**src/rtl/data_bus_arbiter.sv**
```systemverilog
// data_bus_arbiter: round-robin arbiter sharing one external data-memory bus between two masters.
// Optional ISSUE timeout is compiled in when DATA_BUS_ARBITER_TIMEOUT_EN is defined.
module data_bus_arbiter #(
    parameter int TIMEOUT_CYCLES = 16
) (
    input  logic        clk,
    input  logic        async_rst_n,

    input  logic        req0_valid,
    input  logic        req0_mode,
    input  logic        req0_lock,
    input  logic [29:0] req0_addr,
    input  logic [31:0] req0_wdata,
    input  logic [3:0]  req0_mask,
    output logic        req0_ack,
    output logic [31:0] req0_rdata,
    output logic        req0_err,
    output logic        stall0,

    input  logic        req1_valid,
    input  logic        req1_mode,
    input  logic        req1_lock,
    input  logic [29:0] req1_addr,
    input  logic [31:0] req1_wdata,
    input  logic [3:0]  req1_mask,
    output logic        req1_ack,
    output logic [31:0] req1_rdata,
    output logic        req1_err,
    output logic        stall1,

    output logic        bus_valid,
    output logic        bus_mode,
    output logic        bus_lock,
    output logic [29:0] bus_addr,
    output logic [31:0] bus_wdata,
    output logic [3:0]  bus_mask,
    input  logic        bus_ack,
    input  logic [31:0] bus_rdata
);

    typedef enum logic [1:0] {IDLE, ISSUE, DONE} state_t;

    state_t state_q, state_d;
    logic   grant, last_grant, owner, owner_valid;
    logic   elig0, elig1, win;
    logic   bus_done, tmo_hit;

    if (TIMEOUT_CYCLES < 1) begin : g_param_chk
        $error("TIMEOUT_CYCLES must be at least 1");
    end

    assign stall0   = req0_valid && !req0_ack;
    assign stall1   = req1_valid && !req1_ack;
    assign bus_done = bus_valid && bus_ack;

`ifdef DATA_BUS_ARBITER_TIMEOUT_EN
    localparam int CW = $clog2(TIMEOUT_CYCLES + 1);
    logic [CW-1:0] tmo_cnt;

    // Held at zero outside ISSUE so every ISSUE entry starts a fresh count.
    always_ff @(posedge clk or negedge async_rst_n) begin
        if (!async_rst_n)         tmo_cnt <= '0;
        else if (state_q != ISSUE) tmo_cnt <= '0;
        else                      tmo_cnt <= tmo_cnt + CW'(1);
    end

    assign tmo_hit = (state_q == ISSUE) && !bus_done && (tmo_cnt == CW'(TIMEOUT_CYCLES - 1));
`else
    assign tmo_hit = 1'b0;
`endif

    always_ff @(posedge clk or negedge async_rst_n) begin
        if (!async_rst_n) state_q <= IDLE;
        else              state_q <= state_d;
    end

    always_comb begin
        elig0   = req0_valid && (!owner_valid || !owner);
        elig1   = req1_valid && (!owner_valid ||  owner);
        win     = (elig0 && elig1) ? ~last_grant : elig1;
        state_d = state_q;
        case (state_q)
            IDLE:    if (elig0 || elig1)      state_d = ISSUE;
            ISSUE:   if (bus_done || tmo_hit) state_d = DONE;
            DONE:    state_d = IDLE;
            default: state_d = IDLE;
        endcase
    end

    always_ff @(posedge clk or negedge async_rst_n) begin
        if (!async_rst_n) begin
            bus_valid   <= 1'b0;
            bus_mode    <= 1'b0;
            bus_lock    <= 1'b0;
            bus_addr    <= '0;
            bus_wdata   <= '0;
            bus_mask    <= '0;
            grant       <= 1'b0;
            last_grant  <= 1'b1;
            owner       <= 1'b0;
            owner_valid <= 1'b0;
            req0_ack    <= 1'b0;
            req1_ack    <= 1'b0;
            req0_err    <= 1'b0;
            req1_err    <= 1'b0;
            req0_rdata  <= '0;
            req1_rdata  <= '0;
        end else begin
            req0_ack <= 1'b0;
            req1_ack <= 1'b0;
            req0_err <= 1'b0;
            req1_err <= 1'b0;

            if (state_q == IDLE && state_d == ISSUE) begin
                grant      <= win;
                last_grant <= win;
                bus_valid  <= 1'b1;
                bus_mode   <= win ? req1_mode  : req0_mode;
                bus_lock   <= win ? req1_lock  : req0_lock;
                bus_addr   <= win ? req1_addr  : req0_addr;
                bus_wdata  <= win ? req1_wdata : req0_wdata;
                bus_mask   <= win ? req1_mask  : req0_mask;
            end

            // Ack registers into DONE; a timed-out transaction never leaves the bus locked.
            if (state_q == ISSUE && state_d == DONE) begin
                bus_valid   <= 1'b0;
                owner_valid <= bus_lock && !tmo_hit;
                owner       <= grant;
                if (grant) begin
                    req1_ack <= 1'b1;
                    req1_err <= tmo_hit;
                    if (tmo_hit)        req1_rdata <= '0;
                    else if (!bus_mode) req1_rdata <= bus_rdata;
                end else begin
                    req0_ack <= 1'b1;
                    req0_err <= tmo_hit;
                    if (tmo_hit)        req0_rdata <= '0;
                    else if (!bus_mode) req0_rdata <= bus_rdata;
                end
            end
        end
    end

endmodule

```
**config.mk**
```make
export PLATFORM = sky130hd
export DESIGN_NAME = data_bus_arbiter
export DESIGN_NICKNAME = d
export VERILOG_FILES = /design/src/rtl/data_bus_arbiter.sv
export SDC_FILE = /design/constraint.sdc
export NUM_CORES = 1
export LEC_CHECK = 0
export ABC_AREA = 1
export CORE_MARGIN = 1
export CORE_UTILIZATION = 45
export CTS_CLUSTER_DIAMETER = 200
export CTS_CLUSTER_SIZE = 10
export DETAILED_ROUTE_END_ITERATION = 8
export MAX_ROUTING_LAYER = met4
export PLACE_DENSITY_LB_ADDON = 0.08
export SLEW_MARGIN = 30
export SYNTH_ARGS = -nofsm -noshare
export SYNTH_HDL_FRONTEND = slang
export SYNTH_SLANG_ARGS = --single-unit
```
**constraint.sdc**
```tcl
create_clock -name clk -period 3 [get_ports clk]
set_input_delay 0.6 -clock clk [delete_from_list [all_inputs] [get_ports clk]]
set_output_delay 0.6 -clock clk [all_outputs]
set_load 0.01 [all_outputs]
```
==> results <==
- The run finished with clean final reports.
- In the synthesized netlist, mux cells make up 0% of the area.
- In this run the remaining antenna-violating nets after routing total 0.
- The number of cells produced by synthesis is 867.
- The power density of the placed cells is 957.5 mW/mm^2.
- Of the cells placed in the final design, the portion with a size suffix greater than 1 is 4.437%.
- The completed layout was analyzed and its total power is 9.986 mW.
- The total congestion overflow after global routing is 0.
- The effective utilization at floorplan is 46.92%.
- Of the available clock period, the critical path in the final layout requires 79.76%.
- The detail-routed via count per cell is 4.754.
- Fill cells in the final layout number 1123.
- By area the synthesized netlist is led by sky130_fd_sc_hd__dfrtp_1, sky130_fd_sc_hd__nand2_1, sky130_fd_sc_hd__nand3_1, sky130_fd_sc_hd__inv_1, sky130_fd_sc_hd__o21ai_0.
- After the first detailed-routing iteration, the DRC count stood at 366.
- Setup slack on the worst reg-to-reg path comes out at 1.28 ns.
- The largest fanout of any net on the critical path is 3.
- Wires add up to 20020 um.
- The number of distinct library cell variants in the gate-level netlist after synthesis is 20.
- The die outline width is 123.2 um.
- The source-to-sink clock delay at the later pin of the worst-skew pair is 0.42 ns.
- The share of synthesized cell area in and, or, nand and nor gates is 27.54%.
- The final sum of negative setup slack is 0 ns.
- At the worst endpoint, the arrival time is 1.79 ns.
- The library cell used most frequently in the layout, excluding fill and tap cells, is sky130_fd_sc_hd__clkdlybuf4s50_1.
- The worst setup path category is in2out.
- 0 antenna diodes ended up in the layout.
- The number of buffers inserted by hold repair at cts is 0.
- Summing the areas of all fa, ha and maj instances in the mapped netlist gives 0% of the synthesized area.
- The worst setup path is launched from an input pin.
- The post-CTS clock slew at the launch and capture registers of the worst setup and hold paths is 0.05 ns.
- For this run, design rule violations remaining after detail routing come to 0.
- The final number of setup-violating endpoints is 0.
- The leakage power summed over all cells is 5.425 nW.
- The number of clock sinks is 141.
- The floorplan step set the die height to 123.2 um.
- For this run, the slowest stage of the critical path takes 0.54 ns.
- The last weighted congestion value of the routability-driven placer is 0.8078.
- The worst pin sits at a relative slew slack of 61.17%.
- The compound-cell area share of the yosys netlist is 5.316%.
- 312 I/O pins were placed.
- Across the run, the number of max-cap violations was 0.
- For this run, the top clock speed supported by timing is 417.9 MHz.
- The clock root buffer master is sky130_fd_sc_hd__clkbuf_16.
- The number of setup buffers added after CTS is 0.
- The dominant combinational cell family by area after synthesis is simple AND/OR/NAND/NOR gates.
- The area of combinational cells with multiple inputs is 0.002183 sq mm.
- The detailed-placement wirelength estimate is 13910 um.
- The first-pass GRT wire length is 30960 um.
- Summed over all instances, the cell type with the most area after synthesis is sky130_fd_sc_hd__dfrtp_1.
- The worst clock skew on the final layout is 0.007805 ns.
- The slowest stage of the critical path is the sky130_fd_sc_hd__clkdlybuf4s50_1 cell.
- Yosys printed 0 warnings.
- From synthesis to final layout, the design area changed by 57.68%.
- On the final layout, the worst hold slack is 0.1049 ns.
- The number of max-slew violations in the final report is 0.
- In the final design database the tool counted 1333 nets.
- Of the synthesized area, sequential elements account for 53.37%.
- The number of antenna violations at the first check in global routing is 0.
- Entering global routing, the biggest net connects 71 pins.
- The endpoint type of the worst setup path is an output port.
- In the layout the commonest cells are sky130_fd_sc_hd__clkdlybuf4s50_1, sky130_fd_sc_hd__nand2_1, sky130_fd_sc_hd__inv_1.
- The total global routing track utilization is 27.88%.
- The row count is 43.
- For this block, the via count after detailed routing is 6427.
- The worst path in the final design needs a cycle of 2.393 ns, including I/O delays and setup.
- TritonCTS built the clock tree.
- The most numerous cell type found on the critical path is sky130_fd_sc_hd__clkdlybuf4s50_1.
- The min-delay analysis places its worst path in the category in2async.
- After synthesis, the largest area contributor takes up 52.97% of total cell area.
- A synthesized cell averages 7.628 sq um.
- Traced cell by cell, the critical path runs through clkdlybuf4s50_1, inv_1, nor2_1, clkdlybuf4s50_1.
- The area of all sequential standard cells is 0.003530 sq mm.
- The synthesized netlist occupies a cell area of 0.006614 sq mm.
- Gates resized during post-CTS repair numbered 0.
- CTS built an H-tree with a depth of 4.
- The xor/xnor cell area share of the yosys netlist is 0%.
- Clock tree synthesis inserted a total of 17 buffers.
- The largest buffer count on any clock path is 2.
- The first-pass iteration count of the detailed router is 4.
- The total die area is 0.01519 sq mm.
- The via count of the first global-routing pass is 6153.
- Data on the critical path is required at its endpoint by 2.40 ns.
- After detailed routing, the average wire length per cell comes to 14.80 um.
- Counting flops and latches in the post-synthesis netlist gives 141.
- Setup repair after global routing left no endpoint under its margin.
- The count of final hold-check violations is 0.
- The number of input and output port buffers inserted is 309.
- The area of the core is 0.01410 sq mm.
- For the pin with the worst max-slew slack, the measured transition is 0.5825 ns.
- The worst voltage drop across the vdd grid is 0.4706 mV.
## final timing paths
check                           cells after the start            to    startpoint
worst max-delay path                                4        stall0    req0_valid
worst min-delay path                                1   bus_addr[4]   async_rst_n
worst max register to register                      5  bus_addr[11]   owner_valid
worst min register to register                      2  bus_wdata[2]  bus_wdata[2]
max in group asynchronous                           2    last_grant   async_rst_n
min in group clk                                    2  bus_wdata[2]  bus_wdata[2]
## flip-flops by register name, summed over array words and instances, names as in the netlist
name	cells
bus_mode	1
bus_addr	30
req0_ack	1
bus_mask	4
owner_valid	1
state_q	2
req1_ack	1
last_grant	1
bus_lock	1
req1_rdata	32
bus_valid	1
owner	1
grant	1
req0_rdata	32
bus_wdata	32
## power breakdown
part	switching [mW]	total, mW	internal, mW
Sequential	0.503	3.31	2.81
Clock	0.781	2.11	1.32
Combinational	2.29	4.57	2.28
Total	3.58	9.99	6.41
## cell type report
type	instances	area share [%]
clock buffer	21	4.319
clock inverter	10	1.356
inverter	175	6.299
multi-input combinational	503	20.94
sequential	141	33.85
tap	180	2.160
timing repair buffer	322	31.09
## metrics by stage
stage	area (sq um)	setup WS, ns	instances	utilization [%]
global route	10430	0.5061	1352	73.98
floorplan	6618	1.486	868	-
detailed placement	9837	0.6094	1321	69.79
CTS	10430	0.6045	1352	73.98
finish	10430	0.6072	1352	73.98
global placement	9837	0.6232	1321	69.79
## layer usage
layer  wire [um]  vias to the layer above  track usage [%]
met4         584                        0            11.60
met5           0                        -                -
li1            -                     3201                -
met2        9777                      230            46.02
met1        7990                     2953            31.42
met3        1663                       43            8.533
## worst max-delay path, delay by kind of cell
| kind | cells | cell delay, ns |
|---|---|---|
| buffers and inverters | 3 | 1.11 |
| and+or+nand+nor | 1 | 0.08 |
## synthesized netlist by cell type, drive strengths merged
library cell / instances
dfstp: 1
inv: 175
nand4: 1
dfrtp: 140
o21ai: 67
clkbuf: 19
nor2: 8
nor3: 1
nand2: 285
buf: 30
conb: 1
a21oi: 1
nand3: 138
## logic make-up (layout without fill, tap and decap cells)
group                  count (synthesis)  after routing
AO/OA/AOI/OAI                         68             68
buffers and inverters                224            528
flip-flops                           141            141
other                                  1              2
AND/OR/NAND/NOR                      433            433
(Power assumes the default switching activity.)
==> edit: new RTL, same flow settings <==
Re-encode `state_t` (3 states) as one-hot, 3 bits wide.
--- a/src/rtl/data_bus_arbiter.sv
+++ b/src/rtl/data_bus_arbiter.sv
@@ -38,7 +38,7 @@
     input  logic [31:0] bus_rdata
 );
 
-    typedef enum logic [1:0] {IDLE, ISSUE, DONE} state_t;
+    typedef enum logic [2:0] {IDLE = 3'b001, ISSUE = 3'b010, DONE = 3'b100} state_t;
 
     state_t state_q, state_d;
     logic   grant, last_grant, owner, owner_valid;
Check against the original RTL: no difference found for any inputs over 4 cycles, from zero or initial values and one cycle with async_rst_n low; so few cycles prove little.
==> edit against the original RTL <==
Area after synthesis grew 0.15%; sequential share of layout area rose by 0.053 points; wire length decreased by 0.80%; global-route usage fell by 0.14 points; worst setup slack worse by 0.056 ns; sequential cell count grew 1; hold slack improved by 0.066 ns; register-to-register slack lost 0.15 ns; power hardly changed; first-iteration DRC count down 1.6%; cell area up 0.59%; combinational power is 3% lower; non-clock buffer count fell by 2; critical endpoint is now stall1.
==> edit: results (changes against the original RTL) <==
GRT met3 Usage 8.026% (-0.51 points); clk_lat worst skew 0.41 ns; first-pass GRT wire length 31.03 mm (+0.22%); worst hold slack 0.1705 ns (+0.06560 ns); Initial DRT Pass Iterations 5 (+1); Worst Setup EP stall1; launch point of the worst path req1_valid; met2 WL 9.655 mm (-1.2%); Commonest cells post-synth 282 x nand2_1, 177 x inv_1, 140 x dfrtp_1; worst slack at placement 0.5522 ns (-0.05726 ns); Detailed Route WL 19.86 mm (-0.80%); GR Layer Usage met2 45.08% (-0.94 points); post-DR wirelength/cell 14.64 um (-1.1%); Crit Path Max Fanout 2 (-1); CP peak stage delay 0.57 ns (+0.03 ns); CP arrival 1.85 ns (+0.06 ns); leakage power 5.452 nW (+0.50%); pin slew with the least headroom to its limit 0.7698 ns (+0.1873 ns); layout cells sized above 1 4.507% (+0.070 points); top post-synthesis cells by area dfrtp_1 53%, nand2_1 16%, nand3_1 10%; placed inst area 0.009857 sq mm (+0.20%); reg-to-reg endpoint bus_addr[9]; Final GP Congestion 0.8334 (+3.2%); GRT Overall Usage 27.75% (-0.14 points); M1 WL 7.788 mm (-2.5%); sequential share of the synthesized area 53.68% (+0.32 points); Max IR drop VDD 0.0005848 V (+24%); R2R setup slack 1.13 ns (-0.15 ns); largest net degree at the start of global routing 73 (+2.8%); met3 WL post-DR 1.877 mm (+13%); status finished clean; crit path time final 2.448 ns (+0.05552 ns); post-cts sizing count 0 (unchanged); Worst Clk Skew 0.008195 ns (+0.0003900 ns); Final Net Count 1336 (+0.23%); hpwl dp 13.94 mm (+0.23%); largest registers bus_wdata x32, req0_rdata x32, req1_rdata x32; DRT iter0 DRCs 360 (-1.6%); vias in the first global route 6211 (+0.94%); Post-Syn Area per Cell 7.596 sq um (-0.42%); R2R cell count 7 (+2); routed vias 6447 (+0.31%)
[edit: cell count changes after synthesis, sizes merged, moves of 2 or more]
cell	delta
clkbuf	+3
a21oi	+2
nor2	+3
buf	-3
inv	+3
[edit: report_power, final]
group	switching [mW]	internal [mW]	total (mW)
logic	2.23	2.22	4.45
clock network	0.782	1.45	2.23
registers	0.490	2.81	3.30
[edit: logic make-up (layout without fill, tap and decap cells)]
group	after synthesis	after routing	synth area share [%]
simple gates	433	433	27.41
buf+inv	227	530	13.52
flops	142	142	53.68
compound gates	69	69	5.327
other cells	1	2	0.05661
[edit: area by class of cell]
class | count | area [sq um]
Fill cell | 1063 | 3606
Inverter | 178 | 668.1
Clock buffer | 21 | 470.5
Timing Repair Buffer | 320 | 3214
Sequential cell | 142 | 3556
Tap cell | 180 | 225.2
Multi-Input combinational cell | 504 | 2193
Clock inverter | 11 | 162.7
